===== config.mk =====
export PLATFORM = sky130hd
export DESIGN_NAME = dmem_arbiter
export DESIGN_NICKNAME = d
export VERILOG_FILES = /design/src/rtl/dmem_pkg.sv /design/src/rtl/dmem_arbiter_rr_arb2.sv /design/src/rtl/dmem_arbiter.sv
export SDC_FILE = /design/constraint.sdc
export NUM_CORES = 1
export LEC_CHECK = 0
export CELL_PAD_IN_SITES_DETAIL_PLACEMENT = 0
export CELL_PAD_IN_SITES_GLOBAL_PLACEMENT = 1
export CORE_MARGIN = 8
export CORE_UTILIZATION = 31
export CTS_CLUSTER_SIZE = 25
export DETAILED_ROUTE_END_ITERATION = 10
export GPL_TIMING_DRIVEN = 0
export PLACE_DENSITY = 0.73
export RECOVER_POWER = 25
export SYNTH_ARGS = -nofsm -noshare
export SYNTH_HDL_FRONTEND = slang
export SYNTH_SLANG_ARGS = --single-unit

===== constraint.sdc =====
create_clock -name clk -period 3 [get_ports clk]
set_input_delay 0.9 -clock clk [delete_from_list [all_inputs] [get_ports clk]]
set_output_delay 0.9 -clock clk [all_outputs]
set_load 0.02 [all_outputs]

===== src/rtl/dmem_pkg.sv =====
`default_nettype none
// +-----------------------------------------------------------------+
// | dmem_pkg                                                        |
// | Shared types, constants and the byte-merge helper for the       |
// | data-memory arbiter.                                            |
// | Revision: 1.0                                                   |
// +-----------------------------------------------------------------+
package dmem_pkg;

  typedef enum logic [0:0] {
    IDLE  = 1'b0,
    MERGE = 1'b1
  } state_t;

  localparam logic PORT_A = 1'b0;
  localparam logic PORT_B = 1'b1;

  // Native word geometry of the data RAM this block was built around
  localparam int PKG_DW = 32;
  localparam int PKG_BW = PKG_DW / 8;

  localparam logic [PKG_BW-1:0] BE_FULL = {PKG_BW{1'b1}};
  localparam logic [PKG_BW-1:0] BE_NONE = {PKG_BW{1'b0}};

  // Per byte lane: take the new lane where enabled, otherwise keep the old one
  function automatic logic [PKG_DW-1:0] merge_bytes(
    input logic [PKG_DW-1:0] old_word,
    input logic [PKG_DW-1:0] new_word,
    input logic [PKG_BW-1:0] be
  );
    logic [PKG_DW-1:0] result;
    result = old_word;
    for (int i = 0; i < PKG_BW; i++) begin
      if (be[i]) result[8*i +: 8] = new_word[8*i +: 8];
    end
    return result;
  endfunction

endpackage
`default_nettype wire


===== src/rtl/dmem_arbiter_rr_arb2.sv =====
`default_nettype none
// +-----------------------------------------------------------------+
// | rr_arb2                                                         |
// | Two-way picker: round-robin on a tie when RR_EN=1, otherwise    |
// | port A always wins a tie.                                       |
// | Revision: 1.0                                                   |
// +-----------------------------------------------------------------+
module rr_arb2
  import dmem_pkg::*;
#(
  parameter int RR_EN = 1
) (
  input  logic clk,
  input  logic rst_n,
  input  logic en,
  input  logic req_a,
  input  logic req_b,
  output logic gnt_a,
  output logic gnt_b
);

  logic rr_last;

  // Grant decision; nothing is granted while the arbiter is disabled
  always_comb begin
    gnt_a = 1'b0;
    gnt_b = 1'b0;
    if (en) begin
      if (req_a && req_b) begin
        if ((RR_EN != 0) && (rr_last == PORT_A)) gnt_b = 1'b1;
        else                                     gnt_a = 1'b1;
      end else begin
        gnt_a = req_a;
        gnt_b = req_b;
      end
    end
  end

  // Remember the last winner; reset to B so that A wins the first tie
  always_ff @(posedge clk or negedge rst_n) begin
    if (!rst_n) begin
      rr_last <= PORT_B;
    end else if (gnt_a) begin
      rr_last <= PORT_A;
    end else if (gnt_b) begin
      rr_last <= PORT_B;
    end
  end

endmodule
`default_nettype wire


===== src/rtl/dmem_arbiter.sv =====
`default_nettype none
// +-----------------------------------------------------------------+
// | dmem_arbiter                                                    |
// | Shares a single-port data RAM between CPU (A) and loader (B).   |
// | Sub-word stores are done by read-modify-write; overflowing A    |
// | stores are suppressed here.                                     |
// | Revision: 1.0                                                   |
// +-----------------------------------------------------------------+
module dmem_arbiter
  import dmem_pkg::*;
#(
  parameter int AW    = 12,
  parameter int DW    = 32,
  parameter int RR_EN = 1
) (
  input  logic            clk,
  input  logic            rst_n,
  input  logic            a_req,
  input  logic            a_we,
  input  logic [DW/8-1:0] a_be,
  input  logic [AW-1:0]   a_addr,
  input  logic [DW-1:0]   a_wd,
  input  logic            a_ov,
  output logic            a_gnt,
  output logic            a_ack,
  output logic [DW-1:0]   a_rdata,
  input  logic            b_req,
  input  logic            b_we,
  input  logic [DW/8-1:0] b_be,
  input  logic [AW-1:0]   b_addr,
  input  logic [DW-1:0]   b_wd,
  output logic            b_gnt,
  output logic            b_ack,
  output logic [DW-1:0]   b_rdata,
  output logic            ram_we,
  output logic [31:0]     ram_addr,
  output logic [DW-1:0]   ram_wd,
  output logic            ram_ov,
  input  logic [DW-1:0]   ram_rd
);

  localparam int BW = DW / 8;

  state_t          state;
  logic [DW-1:0]   merge_old;
  logic [DW-1:0]   merge_wd;
  logic [BW-1:0]   merge_be;
  logic [AW-1:0]   merge_addr;
  logic            merge_port;
  logic [DW-1:0]   merged;

  logic            granted;
  logic            sel_we;
  logic [BW-1:0]   sel_be;
  logic [AW-1:0]   sel_addr;
  logic [DW-1:0]   sel_wd;
  logic            sel_ov;
  logic            full_wr;
  logic            partial_wr;

  rr_arb2 #(
    .RR_EN (RR_EN)
  ) u_arb (
    .clk   (clk),
    .rst_n (rst_n),
    .en    (state == IDLE),
    .req_a (a_req),
    .req_b (b_req),
    .gnt_a (a_gnt),
    .gnt_b (b_gnt)
  );

  // Suppression of overflowing stores happens here, never in the RAM
  assign ram_ov = 1'b0;

  // Merge is built from registered old data so ram_rd never reaches ram_wd combinationally
  if (DW == PKG_DW) begin : g_merge_pkg
    assign merged = merge_bytes(merge_old, merge_wd, merge_be);
  end else begin : g_merge_lane
    for (genvar i = 0; i < BW; i++) begin : g_lane
      assign merged[8*i +: 8] = merge_be[i] ? merge_wd[8*i +: 8] : merge_old[8*i +: 8];
    end
  end

  // Mux the winning port's request fields and classify the write
  always_comb begin
    granted    = a_gnt | b_gnt;
    sel_we     = b_gnt ? b_we   : a_we;
    sel_be     = b_gnt ? b_be   : a_be;
    sel_addr   = b_gnt ? b_addr : a_addr;
    sel_wd     = b_gnt ? b_wd   : a_wd;
    sel_ov     = a_gnt & a_ov;
    full_wr    = granted & sel_we & ~sel_ov & (&sel_be);
    partial_wr = granted & sel_we & ~sel_ov & (|sel_be) & ~(&sel_be);
  end

  // RAM strobe/address/data: merge write in MERGE, winner's access in IDLE
  always_comb begin
    ram_we   = 1'b0;
    ram_addr = 32'd0;
    ram_wd   = '0;
    if (state == MERGE) begin
      ram_we   = 1'b1;
      ram_addr = {{(32-AW){1'b0}}, merge_addr};
      ram_wd   = merged;
    end else if (granted) begin
      ram_we   = full_wr;
      ram_addr = {{(32-AW){1'b0}}, sel_addr};
      ram_wd   = sel_we ? sel_wd : '0;
    end
  end

  // Access FSM with merge buffer and registered ack/rdata
  always_ff @(posedge clk or negedge rst_n) begin
    if (!rst_n) begin
      state      <= IDLE;
      merge_old  <= '0;
      merge_wd   <= '0;
      merge_be   <= '0;
      merge_addr <= '0;
      merge_port <= PORT_A;
      a_ack      <= 1'b0;
      b_ack      <= 1'b0;
      a_rdata    <= '0;
      b_rdata    <= '0;
    end else begin
      a_ack <= 1'b0;
      b_ack <= 1'b0;
      case (state)
        IDLE: begin
          if (granted) begin
            if (partial_wr) begin
              merge_old  <= ram_rd;
              merge_wd   <= sel_wd;
              merge_be   <= sel_be;
              merge_addr <= sel_addr;
              merge_port <= b_gnt ? PORT_B : PORT_A;
              state      <= MERGE;
            end else begin
              a_ack <= a_gnt;
              b_ack <= b_gnt;
              if (a_gnt && !a_we) a_rdata <= ram_rd;
              if (b_gnt && !b_we) b_rdata <= ram_rd;
            end
          end
        end
        MERGE: begin
          a_ack <= (merge_port == PORT_A);
          b_ack <= (merge_port == PORT_B);
          state <= IDLE;
        end
        default: state <= IDLE;
      endcase
    end
  end

endmodule
`default_nettype wire

Word-level counts from Yosys, hierarchy flattened
Cells that the tools add are included.
- bits of input ports: 135
- memories kept: 0
- memory bits (writable): 0
- output and inout bits: 134
- ROM bits: 0
- word-level logic and storage cells: 67
- latch bits: 0
- bits in registers: 149
- reductions and logical operators: 11
- div/mod/pow operators: 0
- muxes and demuxes: 33
- $mul: 0
- shift-type cells: 0
- add/subtract/negate cells: 0
- equality and inequality tests: 0
- order comparisons: 0
- bitwise gates (word level): 12
- operators with widths (operator ; count):
    2-to-1 mux 32 bit ; 4
    2-to-1 mux 12 bit ; 3
    2-to-1 mux 8 bit ; 4
    2-to-1 mux 1 bit ; 18
    AND reduction 4 bit ; 3
    AND 1 bit ; 6
    one-hot mux 1 bit (2 select lines) ; 3
    NOT 1 bit ; 5
    2-to-1 mux 4 bit ; 1
    OR reduction 4 bit ; 1
    logical AND 1 bit ; 3
    AND reduction 3 bit ; 1
    logical NOT 1 bit ; 2
    nonzero test 2 bit ; 1
    OR 1 bit ; 1

Longest topological paths before layout
- depth in word-level cells: 11
- gate-level depth with buffers: 6
- gate-level depth less buffers: 5

Cells and area by module
Synthesis repeated with hierarchy kept, for this count alone.
- cells, all modules: 566
- area total of the unflattened synthesis: 7533.5 um^2
- by module, submodules not included (module ; area each (um^2) ; times used ; sequential area each (um^2) ; cells each):
    dmem_arbiter ; 7470.9 ; 1 ; 3703.6 ; 558
    rr_arb2 ; 62.6 ; 1 ; 26.3 ; 8

Worst setup path after synthesis
No wires, ideal clock.
- kind: input port to output port
- from: input port b_req
- to: output port ram_we
- required time: 2.100 ns
- arrival: 2.479 ns
- buffers on the path: 1
- cell stages on the path: 5
- path slack: -0.379 ns
- cells stage by stage: a21boi_1 -> a32oi_1 -> or2_2 -> clkbuf_1 -> o41ai_1
- longest elaborated chain between the ends: 9
- elaborated cells between the ends (all ways): 16
- classes of those cells: mux: 8; bitwise: 6; reduce/logical: 2
- ends and longest elaborated chain (element ; RTL line ; source):
    start, declared ; dmem_arbiter.sv:27 ; input logic b_req,
    logical AND 1 bit ; dmem_arbiter_rr_arb2.sv:29 ; if (req_a && req_b) begin
    2-to-1 mux 1 bit ; dmem_arbiter_rr_arb2.sv:29 ;
    2-to-1 mux 1 bit ; dmem_arbiter_rr_arb2.sv:28 ; if (en) begin
    OR 1 bit, or another cell as far along ; dmem_arbiter.sv:87 ; granted = a_gnt | b_gnt;
    AND 1 bit or NOT 1 bit (tied branches) ; dmem_arbiter.sv:93 ; full_wr = granted & sel_we & ~sel_ov & (&sel_be);
    AND 1 bit (2 in series) ; dmem_arbiter.sv:93 ;
    2-to-1 mux 1 bit (*) ; dmem_arbiter.sv:106 ; end else if (granted) begin
    2-to-1 mux 1 bit (*) ; dmem_arbiter.sv:102 ; if (state == MERGE) begin
    end, declared ; dmem_arbiter.sv:35 ; output logic ram_we,
Mark *: on every way between the ends. The rest lies on a longest branch, timed or not.

Final worst setup path
- from: input port b_req
- to: output port ram_wd[16]
- longest elaborated chain between the ends: 7
- elaborated cells between the ends (all ways): 11
- classes of those cells: mux: 9; bitwise: 1; reduce/logical: 1
- ends and longest elaborated chain (element ; RTL line ; source):
    logical AND 1 bit ; dmem_arbiter_rr_arb2.sv:29 ;
    2-to-1 mux 1 bit ; dmem_arbiter_rr_arb2.sv:29 ;
    2-to-1 mux 1 bit ; dmem_arbiter_rr_arb2.sv:28 ;
    2-to-1 mux 32 bit or 2-to-1 mux 1 bit (tied branches) ; dmem_arbiter.sv:91, dmem_arbiter.sv:88 ;
    2-to-1 mux 32 bit ; dmem_arbiter.sv:109 ; ram_wd = sel_we ? sel_wd : '0;
    2-to-1 mux 32 bit (*) ; dmem_arbiter.sv:106 ;
    2-to-1 mux 32 bit (*) ; dmem_arbiter.sv:102 ;
    end, declared ; dmem_arbiter.sv:37 ; output logic [DW-1:0] ram_wd,
Marked as above.

==> impl_metrics.yaml <==
run_status:
  status: "finished, violations left"
  violations: "max-capacitance violations, max-slew violations, negative setup slack"
setup_path:
  crit_family: "buffers and inverters"
  cp_max_fo: 5
  max_stage_delay_ns: 0.33
  critical_path_arrival_ns: 2.20
  path_cells: "buf_8 -> a21boi_4 -> buf_6 -> a32oi_4 -> or2_4 -> clkbuf_16 -> o22ai_4 -> buf_6"
  critPathLaunchType: "input pin"
  critPathCaptureType: "output pin"
  cpMostUsedCell: "buf_6"
  worst_path_max_delay_cell: "or2_4"
  critPathKind: "input pin to output pin"
  cp.required_ns: 2.10
  path_buf_inv: 4
cts:
  cts_buffer_depth: 2
  h-tree-depth: 4
  cts-root-buf: "clkbuf_16"
  holdBufCountCts: 0
  clk_latency_ns: 0.41
  cts.sinks: 149
  cts_tree: "done"
  cts_made_buffers: 17
  clk_pin_slew_ns: 0.06
placed_design:
  numPortBuffers: 247
  post_dp_cell_area_sq_um: 10600
  place.gp.congestion: 0.750
  dp_hpwl_mm: 17.0
  dp_slack_ns: -1.62
job:
  drv_cap: 1
synthesis:
  syn_avg_cell_area_sq_um: 13.0
  async_flop_share_pct: 100
  ys_types: 30
  yosysSeqAreaShare_pct: 52.5
  synthCells: 547
  synth_area_sq_um: 7110
  yosys_most_used_dff: "dfrtp_1"
  yosys_warnings: 0
  ys_seq_elements: 149
  synth-edff-count: 0
floorplan:
  design.portCount: 269
  coreArea_sq_um: 22600
  rows: 55
  die_x_microns: 167
  die_h_microns: 167
  start_util_pct: 31.5
  die_area_sq_um: 28000
timing:
  rsz0062_at_grt: "yes"
  setup_violations: 33
  final.min_clock_period_ns: 3.10
  hold_viol_final: 0
  finalClockSkew_ns: 0.00683
  finalMaxSlewViolations: 75
  timing.fmax_ghz: 0.322
  relSlewSlack_pct: -29.5
  timing.final.ws_setup_ns: -0.105
  worst_pin_slew_ns: 1.94
  min_period_over_period_pct: 103
hold_path:
  hold_path_class: "register to register"
grt:
  overflow: 0
  grt_pass1_vias: 6427
  grt_use_met3_pct: 5.83
  grtUsageMet2_pct: 29.4
  grt_use_total_pct: 17.1
  use_met1_pct: 20.2
  grt_max_degree: 76
  grt_pass1_wl_mm: 37.6
  antenna_found_initial: 2
  busiest_layer: "met2"
drt:
  drt.antenna.violating_nets: 0
  drt_iter0_drc: 163
  vias_per_cell: 4.70
  drc: 0
  wl_mm: 24.3
  wl_per_cell_microns: 20.2
  first_pass_iters: 4
  vias: 5659
pwr:
  power_mw: 11.5
  p_per_area_nw_per_um2: 908
  p_leak_nw: 5.34
  ir_drop_uv: 440
final_layout:
  nets: 1039
  fin_util_pct: 56.3
  area_growth_pct: 78.7
  design_area_sq_um: 12700
  drive_gt1_share_pct: 43.1
## synth_stat cells, drive strengths merged, types with 2 or more instances
library cell | count | area (sq um)
dfrtp | 148 | 3700
nand2b | 2 | 12.5
o21ai | 4 | 20.0
buf | 44 | 312
o22ai | 45 | 282
nand2 | 2 | 7.51
clkbuf | 10 | 37.5
mux2i | 120 | 1200
or4 | 2 | 15.0
inv | 48 | 180
mux2 | 106 | 1190
nand4 | 3 | 18.8
## layer usage
metal,vias to the layer above,wire length (microns)
met5,-,0
li1,2636,-
met1,2841,10300
met2,169,12300
met4,0,190
met3,13,1580
## per-stage QoR
stage / cells / setup TNS [ns] / hold slack (ns)
after floorplan: 567 / -0.134 / 0.451
after global placement: 1099 / -840.14 / 0.469
after detailed placement: 1100 / -109.37 / 0.479
after CTS: 1179 / -4.08 / 0.494
after global routing: 1204 / -4.72 / 0.511
final: 1204 / -2.88 / 0.497
## sequential cells by signal (all words and copies together), names as in the netlist
register	count
state	1
b_ack	1
b_rdata	32
a_rdata	32
merge_addr	12
merge_port	1
merge_old	32
u_arb.rr_last	1
a_ack	1
merge_be	4
merge_wd	32
## logic make-up after synthesis
logic type	after synthesis	share of synthesized area, %
flip-flops	149	52.5
buffers and inverters	102	7.45
AO/OA/AOI/OAI	54	5.09
AND/OR/NAND/NOR	15	1.25
other	1	0.0528
multiplexers	226	33.7
## where the power goes
group	leakage, nW	switching [mW]	internal, mW
sequential	1.74	0.492	2.97
clock	0.292	0.919	1.27
combinational	3.31	2.80	3.08
total	5.34	4.21	7.33
## cell usage in the layout, fill, tap and decap left out, types with 5 or more instances in the layout
master,synthesis,layout
dfrtp_1,148,147
buf_12,0,14
mux2i_1,120,76
buf_6,3,43
conb_1,1,21
clkbuf_16,0,25
mux2i_4,0,42
o22ai_2,0,11
inv_1,46,46
clkdlybuf4s50_1,0,188
o22ai_4,0,32
mux2_1,13,13
inv_6,0,5
buf_4,31,92
mux2_2,93,92
dlygate4sd2_1,0,9
## final cells by class
type                    count  area (sq um)
diodes                      2          5.00
plain buffers              51           480
clock buffers              18           439
clock inverters            14           164
fillers                  1871          9870
inverters                  48           193
multi-input cells         317          4060
flip-flops and latches    149          3730
well taps                 285           357
repair buffers            320          3270
## worst paths after layout
| check | from | endpoint | slack (ns) | cells after the start |
|---|---|---|---|---|
| min in group asynchronous | rst_n | merge_addr[4] | 1.01 | 1 |
| min | merge_old[29] | merge_old[29] | 0.50 | 1 |
| max | b_req | ram_wd[16] | -0.10 | 8 |
| max in group asynchronous | rst_n | state | 0.71 | 1 |
| max reg2reg | u_arb.rr_last | a_rdata[4] | 0.63 | 5 |
| min reg2reg | merge_old[29] | merge_old[29] | 0.50 | 1 |
## timing repair
| action | CTS | global route |
|---|---|---|
| setup endpoints to repair | 77 | 113 |
| buffers inserted | 42 | 24 |
| gates resized for setup | 386 | 67 |
| hold endpoints to repair | 0 | 0 |
| pin swaps | 19 | 22 |
| gates cloned | 6 | 3 |
Power figures use the tool's default switching activity.
